File: src/rtl/uart_tx_fifo.sv
// rtl/uart_tx_fifo.sv - transmit byte FIFO between the CPU write path and the UART transmitter
module uart_tx_fifo #(
  parameter int DATA_WIDTH = 8,
  parameter int DEPTH      = 16,
  parameter int ADDR_WIDTH = 4,
  parameter int THRESHOLD  = 12
) (
  input  logic                  clk,
  input  logic                  reset_n,
  input  logic                  wr_en,
  input  logic [DATA_WIDTH-1:0] wr_data,
  input  logic                  rd_en_n,
  output logic [DATA_WIDTH-1:0] rd_data,
  input  logic                  flush,
  input  logic                  ovf_clr,
  output logic                  empty,
  output logic                  full,
  output logic                  level_hit,
  output logic [ADDR_WIDTH:0]   count,
  output logic                  overflow
);

  localparam logic [ADDR_WIDTH:0]   DEPTH_C  = (ADDR_WIDTH+1)'(DEPTH);
  localparam logic [ADDR_WIDTH:0]   THRESH_C = (ADDR_WIDTH+1)'(THRESHOLD);
  localparam logic [ADDR_WIDTH:0]   CNT_ONE  = (ADDR_WIDTH+1)'(1);
  localparam logic [ADDR_WIDTH-1:0] PTR_ONE  = ADDR_WIDTH'(1);

  logic [DATA_WIDTH-1:0] mem_q [DEPTH];
  logic [DATA_WIDTH-1:0] mem_d [DEPTH];
  logic [ADDR_WIDTH-1:0] wptr_q, wptr_d;
  logic [ADDR_WIDTH-1:0] rptr_q, rptr_d;
  logic [ADDR_WIDTH:0]   count_q, count_d;
  logic [DATA_WIDTH-1:0] rd_data_q, rd_data_d;
  logic                  overflow_q, overflow_d;

  logic empty_w, full_w, wr_acc, rd_acc, wr_drop;

  // Flags come only from the registered count, so acceptance is judged on start-of-cycle state.
  assign empty_w = (count_q == '0);
  assign full_w  = (count_q == DEPTH_C);
  assign wr_acc  = wr_en && !full_w && !flush;
  assign rd_acc  = !rd_en_n && !empty_w && !flush;
  assign wr_drop = wr_en && full_w && !flush;

  always_comb begin
    mem_d = mem_q;
    if (wr_acc) begin
      mem_d[wptr_q] = wr_data;
    end
  end

  always_comb begin
    wptr_d     = wptr_q;
    rptr_d     = rptr_q;
    count_d    = count_q;
    rd_data_d  = rd_data_q;
    overflow_d = overflow_q;
    if (flush) begin
      wptr_d  = '0;
      rptr_d  = '0;
      count_d = '0;
    end else begin
      if (wr_acc) begin
        wptr_d = wptr_q + PTR_ONE;
      end
      if (rd_acc) begin
        rptr_d    = rptr_q + PTR_ONE;
        rd_data_d = mem_q[rptr_q];
      end
      if (wr_acc && !rd_acc) begin
        count_d = count_q + CNT_ONE;
      end else if (rd_acc && !wr_acc) begin
        count_d = count_q - CNT_ONE;
      end
    end
    if (ovf_clr) begin
      overflow_d = 1'b0;
    end
    if (wr_drop) begin
      overflow_d = 1'b1;
    end
  end

  always_ff @(posedge clk) begin
    mem_q <= mem_d;
  end

  always_ff @(posedge clk) begin
    if (!reset_n) begin
      wptr_q     <= '0;
      rptr_q     <= '0;
      count_q    <= '0;
      rd_data_q  <= '0;
      overflow_q <= 1'b0;
    end else begin
      wptr_q     <= wptr_d;
      rptr_q     <= rptr_d;
      count_q    <= count_d;
      rd_data_q  <= rd_data_d;
      overflow_q <= overflow_d;
    end
  end

  assign rd_data   = rd_data_q;
  assign empty     = empty_w;
  assign full      = full_w;
  assign level_hit = (count_q >= THRESH_C);
  assign count     = count_q;
  assign overflow  = overflow_q;

endmodule

File: config.mk
export PLATFORM = sky130hd
export DESIGN_NAME = uart_tx_fifo
export DESIGN_NICKNAME = d
export VERILOG_FILES = /design/src/rtl/uart_tx_fifo.sv
export SDC_FILE = /design/constraint.sdc
export NUM_CORES = 1
export LEC_CHECK = 0
export ABC_AREA = 1
export CELL_PAD_IN_SITES_DETAIL_PLACEMENT = 1
export CELL_PAD_IN_SITES_GLOBAL_PLACEMENT = 1
export CORE_UTILIZATION = 51
export CTS_CLUSTER_SIZE = 12
export DETAILED_ROUTE_END_ITERATION = 10
export PLACE_DENSITY_LB_ADDON = 0.1
export SYNTH_ARGS = -nofsm -noshare
export SYNTH_HDL_FRONTEND = slang
export SYNTH_SLANG_ARGS = --single-unit
File: constraint.sdc
create_clock -name clk -period 4.2 [get_ports clk]
set_clock_uncertainty 0.1 [all_clocks]
set_input_delay 0.84 -clock clk [delete_from_list [all_inputs] [get_ports clk]]
set_output_delay 0.84 -clock clk [all_outputs]
set_load 0.01 [all_outputs]
== Word-level counts from Yosys, hierarchy flattened ==
Cells that the tools add are included.
Storage, ports and cells
  output and inout port bits: 17
  input port bits: 14
  logic and storage cells: 64
  flip-flop bits (word level): 150
Cells by class
  multiplexer cells: 10
  order comparisons: 4
  add/subtract/negate cells: 4
  equal/unequal tests: 1
  bitwise gates (word level): 4
  reductions and logical operators: 20
Operators with widths (count)
  $bwmux W128: 1
  $bmux W8 S4: 1
  $demux W8 S4: 1
  $mux W8: 3
  $ge A5 B5 Y1 const B: 2
  $mux W5: 2
  $not A4 Y5: 2
  $logic_and A1 B1 Y1: 9
  $add A4 B1 Y4 const B: 2
  $logic_not A1 Y1: 6
  $add A5 B1 Y5 const B: 1
  $eq A5 B5 Y1 const B: 1
  $ge A5 B4 Y1 const B: 1
  $logic_not A5 Y1: 1
  $lt A5 B1 Y1 const B: 1
  $sub A5 B1 Y5 const B: 1
  $reduce_bool A2 Y1: 2
  $mux W1: 2
  $not A1 Y1: 2
  $reduce_and A2 Y1: 1
  $reduce_or A2 Y1: 1

== Longest topological paths before layout ==
Gate-level depths: netlist of run 1.
  word-level depth: 8
  mapped depth: 14

== Worst setup path before layout of run 1 ==
OpenSTA, ideal clock, no wires.
  path kind: input to register
  start point: in rd_en_n
  end point: reg count_q[4], in the netlist count[4]
  buffers on the path: 1
  path slack: 1.638 ns
  stages: 13
  data arrival time: 2.339 ns
  setup time: 0.123 ns
  required time: 3.977 ns
  cell sequence: inv_1 nand2_1 nor2_2 buf_6 inv_2 ha_1 inv_1 ha_1 a21oi_1 o21ai_0 and2_1 o21bai_1 a21oi_1
On the way
  word-level cells in the longest chain between the ends: 6
  elaborated cells on any way between the ends: 8
  those cells by class: 1 x mux; 7 x reduce/logical
Ends and longest elaborated chain
  start, declared: RTL line 12  | input logic rd_en_n,
  $logic_not A1 Y1 *: RTL line 42  | assign rd_acc = !rd_en_n && !empty_w && !flush;
  $logic_and A1 B1 Y1 * (2 in a row): RTL line 42
  $logic_not A1 Y1: RTL line 70  | if (wr_acc && !rd_acc) begin
  $logic_and A1 B1 Y1: RTL line 70
  $mux W5 / $reduce_bool A2 Y1 (equally long branches)
  end signal, assigned: RTL line 98  | count_q <= count_d;
  end, declared: RTL line 32  | logic [ADDR_WIDTH:0] count_q, count_d;
Mark *: on every way between the ends. The rest lies on a longest branch, timed or not.
A chain may end at the register's enable or synchronous reset.

== Final worst setup path of run 1 ==
  start point: in flush
  end point: reg count_q[4], in the netlist count[4]
On the way
  word-level cells in the longest chain between the ends: 5
  elaborated cells on any way between the ends: 10
  those cells by class: 1 x mux; 9 x reduce/logical
Ends and longest elaborated chain
  start, declared: RTL line 14  | input logic flush,
  $logic_not A1 Y1 *: RTL line 41  | assign wr_acc = wr_en && !full_w && !flush;
  $logic_and A1 B1 Y1 *: RTL line 41
  net wr_acc: RTL line 36  | logic empty_w, full_w, wr_acc, rd_acc, wr_drop;
  $logic_not A1 Y1: RTL line 72  | end else if (rd_acc && !wr_acc) begin
  $logic_and A1 B1 Y1: RTL line 72
  $reduce_bool A2 Y1 (no source line)
The timed path passes the listed nets; every way through them passes the cells marked *.

==> run metrics, run 1 <==
GRT met3 Usage under 10%; Syn Inst Count roughly 670; CTS tree done; Final Wtd Congestion ~0.86; RSZ-0062 raised after global routing no; fmax 333 MHz; cell area after synthesis 6640 µm²; GRT busiest layer met2; post-synthesis sequential area ratio 64.5%; max-slew violations 0; Peak VDD IR 332 µV; core area 12700 µm²; pin count of the biggest net entering global routing 67; die area 13500 µm²; status complete, no violations; Pwr per Cell Area between 400 and 500 nW/µm²; Final Hold Fails 0; Post-CTS Setup Repair Bufs 0; DR vias/cell 5.28; GR Util met1 about 33%; Die Span Y 116 µm; main flop type after synthesis edfxtp_1; H-tree depth 4; part of the power in registers 49.1%; Total Wirelength 17100 µm; WL/cell about 20 µm; Placed Cells incl. Taps roughly 850; Worst slew margin 21.8%; vias approximately 4600; Worst Path Max Fanout 7; Die W 116 µm; first-pass GRT wire length between 20000 and 30000 µm; Netlist cell types 23; FF+latch count, synth 150; Crit Path Category in -> reg; crit end category flip-flop; crit-path cells clkdlybuf4s50_1 -> nor2_1 -> nand2_1 -> inv_2 -> ha_1 -> inv_1 -> ha_1 -> nand2_1 -> o21ai_0 -> nor2_1 -> o21bai_1 -> a21oi_1; fin crit share 71.6%; Cell Area, Placed roughly 7000 µm²; minimum clock period 3.01 ns; Initial Utilization 52.4%; Avg Synthesized Cell Area 9.94 µm²; IO Pins 31; Iter 0 DRT Violations approximately 330; Diodes inserted 0; critical path's slowest cell clkdlybuf4s50_1; I/O Buffers 30; leakage power a little over 3 nW; Sink Count 150; CTS Buf Count 17; antenna violations before repair 1; GR Overflow Total 0; hpwl dp around 11000 µm; Sw Share 22.5%; met2 Usage GRT between 40% and 50%; Post-route DRC 0; clock power share 44.5%; Root Buffer clkbuf_16; Post-Layout Inst Area between 7000 and 8000 µm²; Clock Tree Buf Depth 2; number of gates resized after cts 0; gr usage total roughly 28%; worst skew pair latency 0.42 ns; 1st-pass router iterations 5; Worst Hold Class reg -> reg; Worst-Margin Slew 1.17 ns; async set-reset flop share out of synthesis 0%; combinational share of power 6.5%; setup TNS 0 ns; non-filler cells, final 877; nets@finish 717; post-route core utilization 59.7%; vias in the first global route 4917; layout cells sized above 1 5.39%; number of flops mapped to enable cells by yosys 128; max incr delay on CP approximately 0.46 ns; syn_nets 693; cts hold-fix bufs 0; Critical Path RT 4.40 ns; Area growth, synth to finish 13.9%; CP Launch Type input pin; Routed Antenna Nets 0; endpoints failing setup 0; cell internal pwr 0.00260 W; Synthesis Warnings 0; CP arrival roughly 3.2 ns; Reg clk slew, reported paths roughly 0.06 ns; switching power 0.000752 W; # rows slightly above 40; max-capacitance violation count 0
layout make-up:
cell class	instances	area (µm²)
clock buffer	20	447
clock inverter	12	131
fill	1417	5110
inverter	97	364
multi-input combinational	393	1800
sequential	150	4290
tap	172	215
timing repair buffer	33	323
flip-flops by register name, indices dropped and copies added (netlist names):
signal    cells
rptr_q        4
rd_data       8
mem_q       128
wptr_q        4
overflow      1
count         5
synthesized netlist by cell type, drive strengths merged (3+ instances only):
library cell / n / area share (%)
a21oi: 15 / 1.1
buf: 25 / 2.7
clkbuf: 3 / 0.17
dfxtp: 22 / 6.6
edfxtp: 128 / 58
ha: 10 / 1.9
inv: 96 / 5.4
nand2: 226 / 13
nand3: 92 / 6.9
nor2: 23 / 1.3
o21a: 8 / 0.90
o21ai: 8 / 0.60
xor2: 5 / 0.66
stage by stage:
step / hold WS, ns / total power (W) / setup slack (ns)
floorplan: 0.372 / 0.00179 / 1.64
global placement: 0.349 / 0.00188 / 0.953
detailed placement: 0.369 / 0.00189 / 0.767
CTS: 0.385 / 0.00337 / 1.21
global route: 0.407 / 0.00344 / 0.978
finish: 0.383 / 0.00335 / 1.19
placed cells by master, fill, tap and decap left out, types with 2 or more instances in the layout:
cell type	instances
clkinv_2	3
clkbuf_16	17
clkinvlp_4	4
nor2_1	22
a21oi_1	15
clkinv_4	3
o21a_1	8
inv_2	3
inv_1	93
edfxtp_1	128
clkbuf_1	2
buf_4	3
xor2_1	5
dfxtp_1	21
o21ai_0	8
nand3_1	92
bufinv_16	2
ha_1	10
nand2_1	226
clkdlybuf4s50_1	30
nand4_1	2
critical path: cells and delay by family:
family	cells	cell delay, ns
AND/OR/NAND/NOR	4	0.48
buffers and inverters	3	0.76
AO/OA/AOI/OAI	3	0.51
adder cells (fa/ha/maj)	2	0.63
logic make-up after synthesis:
logic type | synth area share, %
AO/OA/AOI/OAI | 2.75
XOR/XNOR | 0.792
adder cells (fa/ha/maj) | 2.19
buffers and inverters | 8.39
flip-flops | 64.5
AND/OR/NAND/NOR | 21.3
final timing paths:
check | start | endpoint | slack [ns] | cells past startpoint
setup / recovery | flush | count[4]$_SDFFE_PP0P_ | 1.19 | 12
hold / removal | overflow$_SDFFE_PN0P_ | overflow$_SDFFE_PN0P_ | 0.38 | 2
setup reg to reg | count[2]$_SDFFE_PP0P_ | count[4]$_SDFFE_PP0P_ | 1.41 | 14
hold reg to reg | overflow$_SDFFE_PN0P_ | overflow$_SDFFE_PN0P_ | 0.38 | 2
routing by layer:
layer / part of all wire, % / vias to the layer above
li1: - / 2214
met1: 41 / 2282
met2: 52 / 107
met3: 4.7 / 27
met4: 2.3 / 0
met5: 0 / -
power groups by stage:
stage | Combinational [W] | Clock (W) | Sequential, W
after detailed placement | 0.000215 | 0 | 0.00167
after global placement | 0.000204 | 0 | 0.00167
after CTS | 0.000219 | 0.00151 | 0.00164
after global routing | 0.000239 | 0.00156 | 0.00164
after floorplan | 0.000118 | 0 | 0.00168
final | 0.000217 | 0.00149 | 0.00164
Note: power is estimated with default switching activity, not from simulation.
==> run 2, diff against run 1 <==
Settings changed: CORE_UTILIZATION 51 to 47.
Clock period 4.2 ns to 2.8 ns, I/O delays scaled along.
==> run metrics, run 2 (synthesis results as in run 1) <==
part of the power in registers around 48%; hold path endpoint overflow$_SDFFE_PN0P_; Placed Cells incl. Taps 877; depth of the worst register-to-register path 13; I/O Buffers 30; commonest non-fill, non-tap cell in the layout nand2_1; GR Overflow Total 0; non-filler cells, final 909; Power Total 0.00515 W; dpl ws -0.0899 ns; 1st-pass router iterations 6; combinational share of power 6.2%; max reg flops ~130; minimum clock period 2.54 ns; Final Wtd Congestion around 0.82; commonest non-fill, non-tap cells in the layout nand2_1 (226), edfxtp_1 (128), inv_1 (93); leakage power approximately 3.3 nW; Clock Tree Buf Depth 2; hpwl dp 10800 µm; Hold WS 0.368 ns; first-pass GRT wire length 27000 µm; max-capacitance violation count 0; vias in the first global route 4969; Sink Count 150; WL/cell 18.8 µm; IO Pins 31; gr usage total 25.7%; pin count of the biggest net entering global routing 36; Post-CTS Setup Repair Bufs 0; Worst Path Max Fanout 4; # rows 43; r2r setup slk 0.26 ns; fmax between 300 and 400 MHz; nets@finish 741; layout cells sized above 1 around 8.4%; slack of the critical path 0.260 ns; Hold Path Cell Cnt 2; critical path's slowest cell dfxtp_1; CP arrival 2.74 ns; r2r startpoint count[0]$_SDFFE_PP0P_; Routed Antenna Nets 0; number of gates resized after cts 0; crit end category flip-flop; fin crit share 90.7%; clock power share 45.9%; Initial Utilization 48.0%; Worst-Margin Slew 1.26 ns; endpoints failing setup 0; Die W between 100 and 150 µm; RSZ-0062 raised after global routing no; Iter 0 DRT Violations 352; CP Launch Type flip-flop; max-slew violations 0; Area growth, synth to finish 17.5%; vias 4719; core area roughly 14000 µm²; Pwr per Cell Area between 600 and 700 nW/µm²; CTS tree done; Crit Path Category reg -> reg; Post-route DRC 0; max incr delay on CP 0.35 ns; Sw Share 21.0%; worst skew pair latency 0.42 ns; crit-path cells nor2_1 -> nand4_1 -> nand2_1 -> nor2_2 -> inv_2 -> ha_1 -> inv_1 -> ha_1 -> a21oi_1 -> o21ai_0 -> and2_1 -> o21bai_1 -> a21oi_1; Peak VDD IR 410 µV; status complete, no violations; Reg with most FFs mem_q; Root Buffer clkbuf_16; post-route core utilization 56.4%; H-tree depth 4; min-delay src overflow$_SDFFE_PN0P_; antenna violations before repair 0; Critical Path RT 3.00 ns; switching power 0.00108 W; cell internal pwr ~0.0041 W; Die Span Y around 120 µm; Final Hold Fails 0; R2R Path End count[4]$_SDFFE_PP0P_; DR vias/cell 5.19; die area 14600 µm²; CTS Buf Count 17; cts hold-fix bufs 0; Total Wirelength 17100 µm; Worst slew margin 15.8%; Diodes inserted 0; Reg clk slew, reported paths 0.06 ns; Worst Hold Class reg -> reg
-- run 2: final cells by class --
| class | instances | area, µm² |
|---|---|---|
| Fill cell | 1525 | 6020 |
| Sequential cell | 150 | 4290 |
| Multi-Input combinational cell | 393 | 1800 |
| Clock buffer | 27 | 577 |
| Timing Repair Buffer | 57 | 503 |
| Inverter | 97 | 364 |
| Tap cell | 180 | 225 |
| Clock inverter | 5 | 51.3 |
-- run 2: per-layer routing --
metal | track usage [%] | vias up | routed length, µm
li1 | - | 2261 | -
met1 | 33.2 | 2333 | 6970
met2 | 42.5 | 104 | 8890
met3 | 4.25 | 21 | 899
met4 | 11.4 | 0 | 367
met5 | 0 | - | 0
-- run 2: critical path: cells and delay by family (launching register included) --
family	cells	cell delay, ns
AOI/OAI and AO/OA	4	0.48
adders and majority gates	2	0.59
buffers and inverters	2	0.21
DFF	1	0.35
and+or+nand+nor	5	0.69
-- run 2: worst max path at each step --
| stage | start | end | depth (start not counted) |
|---|---|---|---|
| floorplan | count[2]$_SDFFE_PP0P_ | count[4]$_SDFFE_PP0P_ | 14 |
| global placement | flush | count[4]$_SDFFE_PP0P_ | 12 |
| detailed placement | flush | count[4]$_SDFFE_PP0P_ | 12 |
| CTS | count[0]$_SDFFE_PP0P_ | count[4]$_SDFFE_PP0P_ | 13 |
| global route | count[0]$_SDFFE_PP0P_ | count[4]$_SDFFE_PP0P_ | 13 |
| finish | count[0]$_SDFFE_PP0P_ | count[4]$_SDFFE_PP0P_ | 13 |
-- run 2: per-stage QoR --
step | TNS (ns) | area [µm²]
floorplan | 0 | 6640
global placement | 0 | 7170
detailed placement | -0.135 | 7170
CTS | 0 | 7800
global route | 0 | 7800
finish | 0 | 7800
-- run 2: power by group through the flow --
stage	Clock (W)	Sequential, W	Combinational [W]
6_report	0.00236	0.00247	0.000322
5_1_grt	0.00247	0.00247	0.000356
4_1_cts	0.00238	0.00247	0.000327
3_5_place_dp	0	0.00251	0.000323
3_3_place_gp	0	0.00251	0.000310
2_1_floorplan	0	0.00251	0.000176
==> run 3, diff against run 2 <==
Settings changed: CORE_UTILIZATION 47 to 35, TNS_END_PERCENT set to 1.
==> run metrics, run 3 (synthesis results as in run 1) <==
Final Wtd Congestion 0.733; Diodes inserted 0; Die Span Y 140 µm; met2 Usage GRT 30.6%; dpl ws -0.119 ns; Pwr per Cell Area 619 nW/µm²; vias between 4000 and 5000; hpwl dp 11500 µm; IO Pins 31; nets@finish 744; Root Buffer clkbuf_16; Clock Tree Buf Depth 2; GR Util met1 25.2%; r2r setup slk 0.33 ns; commonest non-fill, non-tap cell in the layout nand2_1; Die W 140 µm; first-pass GRT wire length 27000 µm; Sink Count 150; hold path endpoint overflow$_SDFFE_PN0P_; Critical Path RT roughly 3.0 ns; core area around 18000 µm²; gr usage total 18.9%; min-delay src overflow$_SDFFE_PN0P_; DR vias/cell around 4.9; endpoints failing setup 0; cts hold-fix bufs 0; layout cells sized above 1 8.06%; Reg clk slew, reported paths 0.06 ns; Worst-Margin Slew 0.926 ns; Initial Utilization 36.3%; Iter 0 DRT Violations 168; critical path's slowest cell clkdlybuf4s50_1; max-capacitance violation count 0; CP arrival 2.69 ns; max reg flops 128; R2R Path End count[4]$_SDFFE_PP0P_; CTS Buf Count 17; GRT busiest layer met2; crit end category flip-flop; vias in the first global route approximately 4800; Power Total 0.00481 W; Area growth, synth to finish 17.0%; GRT met3 Usage between 3 and 4%; GR Overflow Total 0; fin crit share approximately nine tenths; worst skew pair latency slightly above 0.4 ns; CP Launch Type input pin; I/O Buffers 30; Worst Path Max Fanout 4; Worst slew margin 38.2%; max incr delay on CP 0.46 ns; Final Hold Fails 0; number of gates resized after cts 0; max-slew violations 0; Hold Path Cell Cnt 2; setup TNS 0 ns; Post-route DRC 0; # rows between 40 and 50; slack of the critical path 0.296 ns; status complete, no violations; leakage power 3.23 nW; H-tree depth 4; Reg with most FFs mem_q; Routed Antenna Nets 0; 1st-pass router iterations 4; CTS tree done; Crit Path Category in -> reg; RSZ-0062 raised after global routing no; Worst Hold Class reg -> reg; Peak VDD IR 404 µV; WL/cell 17.9 µm; Post-CTS Setup Repair Bufs 0; depth of the worst register-to-register path 13; pin count of the biggest net entering global routing 67; crit-path cells clkdlybuf4s50_1 -> nor2_1 -> nand2_1 -> inv_2 -> ha_1 -> inv_1 -> ha_1 -> a21oi_1 -> o21ai_0 -> and2_1 -> o21bai_1 -> a21oi_1; Total Wirelength 17200 µm; antenna violations before repair 0; commonest non-fill, non-tap cells in the layout nand2_1 (226), edfxtp_1 (128), inv_1 (93); minimum clock period ~2.5 ns; r2r startpoint count[1]$_SDFFE_PP0P_; fmax 399 MHz; die area ~20000 µm²
run 3: changes by cell type in the layout (fill, tap and decap cells not counted), sizes merged:
cell    change
inv         -2
buf         +3
clkinv      +4
clkbuf      -1
bufinv      -1
run 3: critical path: cells and delay by family:
kind	cells	cell delay (ns)
adder cells (fa/ha/maj)	2	0.60
AND/OR/NAND/NOR	3	0.46
AO/OA/AOI/OAI	4	0.43
buffers and inverters	3	0.66
run 3: worst max-delay path by stage:
stage	startpoint	to	cells past startpoint
2_1_floorplan	count[2]$_SDFFE_PP0P_	count[4]$_SDFFE_PP0P_	14
3_3_place_gp	flush	count[4]$_SDFFE_PP0P_	12
3_5_place_dp	flush	count[4]$_SDFFE_PP0P_	12
4_1_cts	flush	count[4]$_SDFFE_PP0P_	12
5_1_grt	count[3]$_SDFFE_PP0P_	count[4]$_SDFFE_PP0P_	13
6_report	flush	count[4]$_SDFFE_PP0P_	12
run 3: layout make-up:
type,instances,area (µm²)
clock inverters,6,28.8
fillers,2052,10500
flip-flops and latches,150,4290
inverters,97,364
multi-input cells,393,1800
repair buffers,60,526
clock buffers,26,479
well taps,229,287
run 3: report_power, final:
part           switching (W)  total [W]  internal [W]
Clock               0.000840    0.00201       0.00117
Combinational       0.000211   0.000334      0.000123
Sequential         0.0000143    0.00246       0.00245
run 3: layer usage:
metal,part of all wire (%),wire length (µm)
met2,47,8170
met1,48,8210
met5,0,0
met4,1.5,256
met3,3.4,594
run 3: stage by stage:
stage	std cells	hold slack, ns	instance area, µm²	util (%)
after floorplan	668	0.372	6640	-
after global placement	929	0.354	7260	39.7
after detailed placement	929	0.360	7260	39.7
after CTS	961	0.370	7770	42.5
after global routing	961	0.393	7770	42.5
final	961	0.366	7770	42.5
==> edit (settings of run 3) <==
Change the parameter `DEPTH` from 16 to 32.
--- a/src/rtl/uart_tx_fifo.sv
+++ b/src/rtl/uart_tx_fifo.sv
@@ -2,5 +2,5 @@
 module uart_tx_fifo #(
   parameter int DATA_WIDTH = 8,
-  parameter int DEPTH      = 16,
+  parameter int DEPTH      = 32,
   parameter int ADDR_WIDTH = 4,
   parameter int THRESHOLD  = 12
Formal check against the unedited RTL: not equivalent (a bounded check fails within 4 cycles, from zero or initial values and one cycle with reset_n low).
==> edit against run 3 <==
- final area is 1.9% higher
- worst setup slack better by 0.082 ns
- synthesized area is 0.11% lower
- sequential share of layout area is 1.0 points lower
- wire length is 3.4% higher
- sequential cell count stayed put
- critical path depth is 8 lower
- critical path type is now flip-flop to primary output
Power is not compared: it rests on default switching activity, and its combinational part moved more than twofold at a synthesized area within 25%.
==> edit: results (changes against run 3) <==
Global route
  • Vias in the first global route: 4757 (was 4751)
  • GRT Total Usage: 19.69% (was 18.86%)
  • Initial antenna violation count: 0 (unchanged)
  • Largest net degree at the start of global routing: 67 (unchanged)
  • First-pass GRT wire length: 27.74 mm (was 26.97 mm)
  • Total gr overflow: 0 (unchanged)

Final layout
  • Share of layout cells above drive strength 1: 8.892% (was 8.060%)
  • Max FFs per register: 128 (unchanged)
  • Total Nets Final: 742 (was 744)
  • Most flops, register: mem_q (unchanged)

Timing
  • Worst slew pin tran: 0.7732 ns (was 0.9263 ns)
  • Hold_ws: 0.3669 ns (was 0.3662 ns)

Drt
  • Routed Wire Length: 17.82 mm (was 17.23 mm)
  • Drt wl/cell: 18.56 um (was 17.92 um)
  • DRT iter0 DRCs: 216 (was 168)
  • Vias post-DR: 4619 (was 4684)
  • DRT Pass-1 Iters: 4 (unchanged)

Logic synthesis
  • Predominant post-synthesis flop cell: edfxtp_1 (unchanged)
  • Post-synth EDFFs: 128 (unchanged)
  • Post-Syn Nets: 692 (was 693)
  • Synth warn: 0 (unchanged)
  • Fraction of registers with async set/reset: 0% (unchanged)
  • Register area share after synthesis: 64.62% (was 64.54%)
  • Syn avg cell area: 9.925 um2 (was 9.937 um2)
  • Yosys cell types: 21 (was 23)
  • Synth cell count leaders: 226 x nand2_1, 128 x edfxtp_1, 95 x inv_1, 93 x nand3_1, 23 x nor2_1 (was 226 x nand2_1, 128 x edfxtp_1, 93 x inv_1, 92 x nand3_1)
  • Largest cells by area after synthesis: edfxtp_1 58%, nand2_1 13%, nand3_1 7.0% (was edfxtp_1 58%, nand2_1 13%, nand3_1 6.9%)

Clocking
  • Clk buf depth: 2 (unchanged)
  • Later-pin clock latency in the skew report: 0.43 ns (was 0.41 ns)
  • Htree depth: 4 (unchanged)
  • Post-CTS sizing: 0 (unchanged)
  • Total CTS buffers: 17 (unchanged)

Min path
  • Worst min path class: flip-flop to flip-flop (unchanged)
  • Worst Hold Depth: 2 (unchanged)
  • Hold path endpoint: overflow (unchanged)
  • Hold Startpoint: overflow (unchanged)

Critical path
  • Worst setup endpoint: full (was count[4])
  • Critical Path Slowest Stage Cell: clkdlybuf4s50_1 (unchanged)
  • Slowest stage delay, CP: 0.55 ns (was 0.46 ns)
  • Kind of critical path: flip-flop to primary output (was primary input to flip-flop)
  • R2R depth: 15 (was 13)
  • R2R Path End: count[4] (unchanged)
  • Critical path peak fanout: 5 (was 4)
  • Arrival time at the worst endpoint: 1.76 ns (was 2.69 ns)
  • R2R setup slack: 0.40 ns (was 0.33 ns)

Status
  • Outcome: finished clean (unchanged)

Pwr
  • VDD IR max: 0.4473 mV

Placement
  • Dpl cells: 928 (was 929)
  • GPL Wtd Cong: 0.7624 (was 0.7333)
  • DP Wirelength: 11.28 mm (was 11.46 mm)
[edit: worst max-delay path, delay by kind of cell (launching register included)]
kind	cells	cell delay, ns
flip-flops	1	0.36
buffers and inverters	2	0.67
AND/OR/NAND/NOR	2	0.30
[edit: metal layers]
layer / wire (um) / global-route usage, % / share of wire (%) / vias to the layer above
met5: 0 / 0 / 0 / -
met4: 389 / 7.634 / 2.2 / 0
met3: 621 / 3.889 / 3.5 / 22
met2: 8622 / 32.80 / 48 / 69
met1: 8185 / 25.30 / 46 / 2264
li1: - / - / - / 2264
[edit: cell families (layout without fill, tap and decap cells)]
| group | Yosys count | after routing | synth area share [%] |
|---|---|---|---|
| AND/OR/NAND/NOR | 344 | 344 | 21.42 |
| XOR/XNOR | 5 | 5 | 0.6605 |
| flip-flops | 150 | 150 | 64.62 |
| buffers and inverters | 126 | 189 | 8.511 |
| AO/OA/AOI/OAI | 33 | 33 | 2.793 |
| adder cells (fa/ha/maj) | 10 | 10 | 2.000 |
[edit: final cells by class]
cell class / instances / area, um2
well taps: 229 / 286.5
repair buffers: 60 / 538.0
inverters: 97 / 364.1
fillers: 2075 / 10360
clock buffers: 23 / 553.0
multi-input cells: 392 / 1782
flip-flops and latches: 150 / 4285
clock inverters: 9 / 105.1
[edit: where the power goes]
part	total (W)	internal [W]	switching [W]	leakage, nW
sequential	0.00242	0.00242	0.000000578	1.33
combinational	0.0000690	0.0000227	0.0000463	1.62
clock	0.00249	0.00157	0.000917	0.326
total	0.00498	0.00402	0.000963	3.27
[edit: stage by stage]
step | TNS (ns) | setup WS [ns] | area [um2]
final | 0 | 0.3779 | 7914
after global routing | 0 | 0.1013 | 7914
after CTS | 0 | 0.3401 | 7914
after detailed placement | -0.04452 | -0.03626 | 7256
after global placement | 0 | 0.08401 | 7256
after floorplan | 0 | 0.4927 | 6630
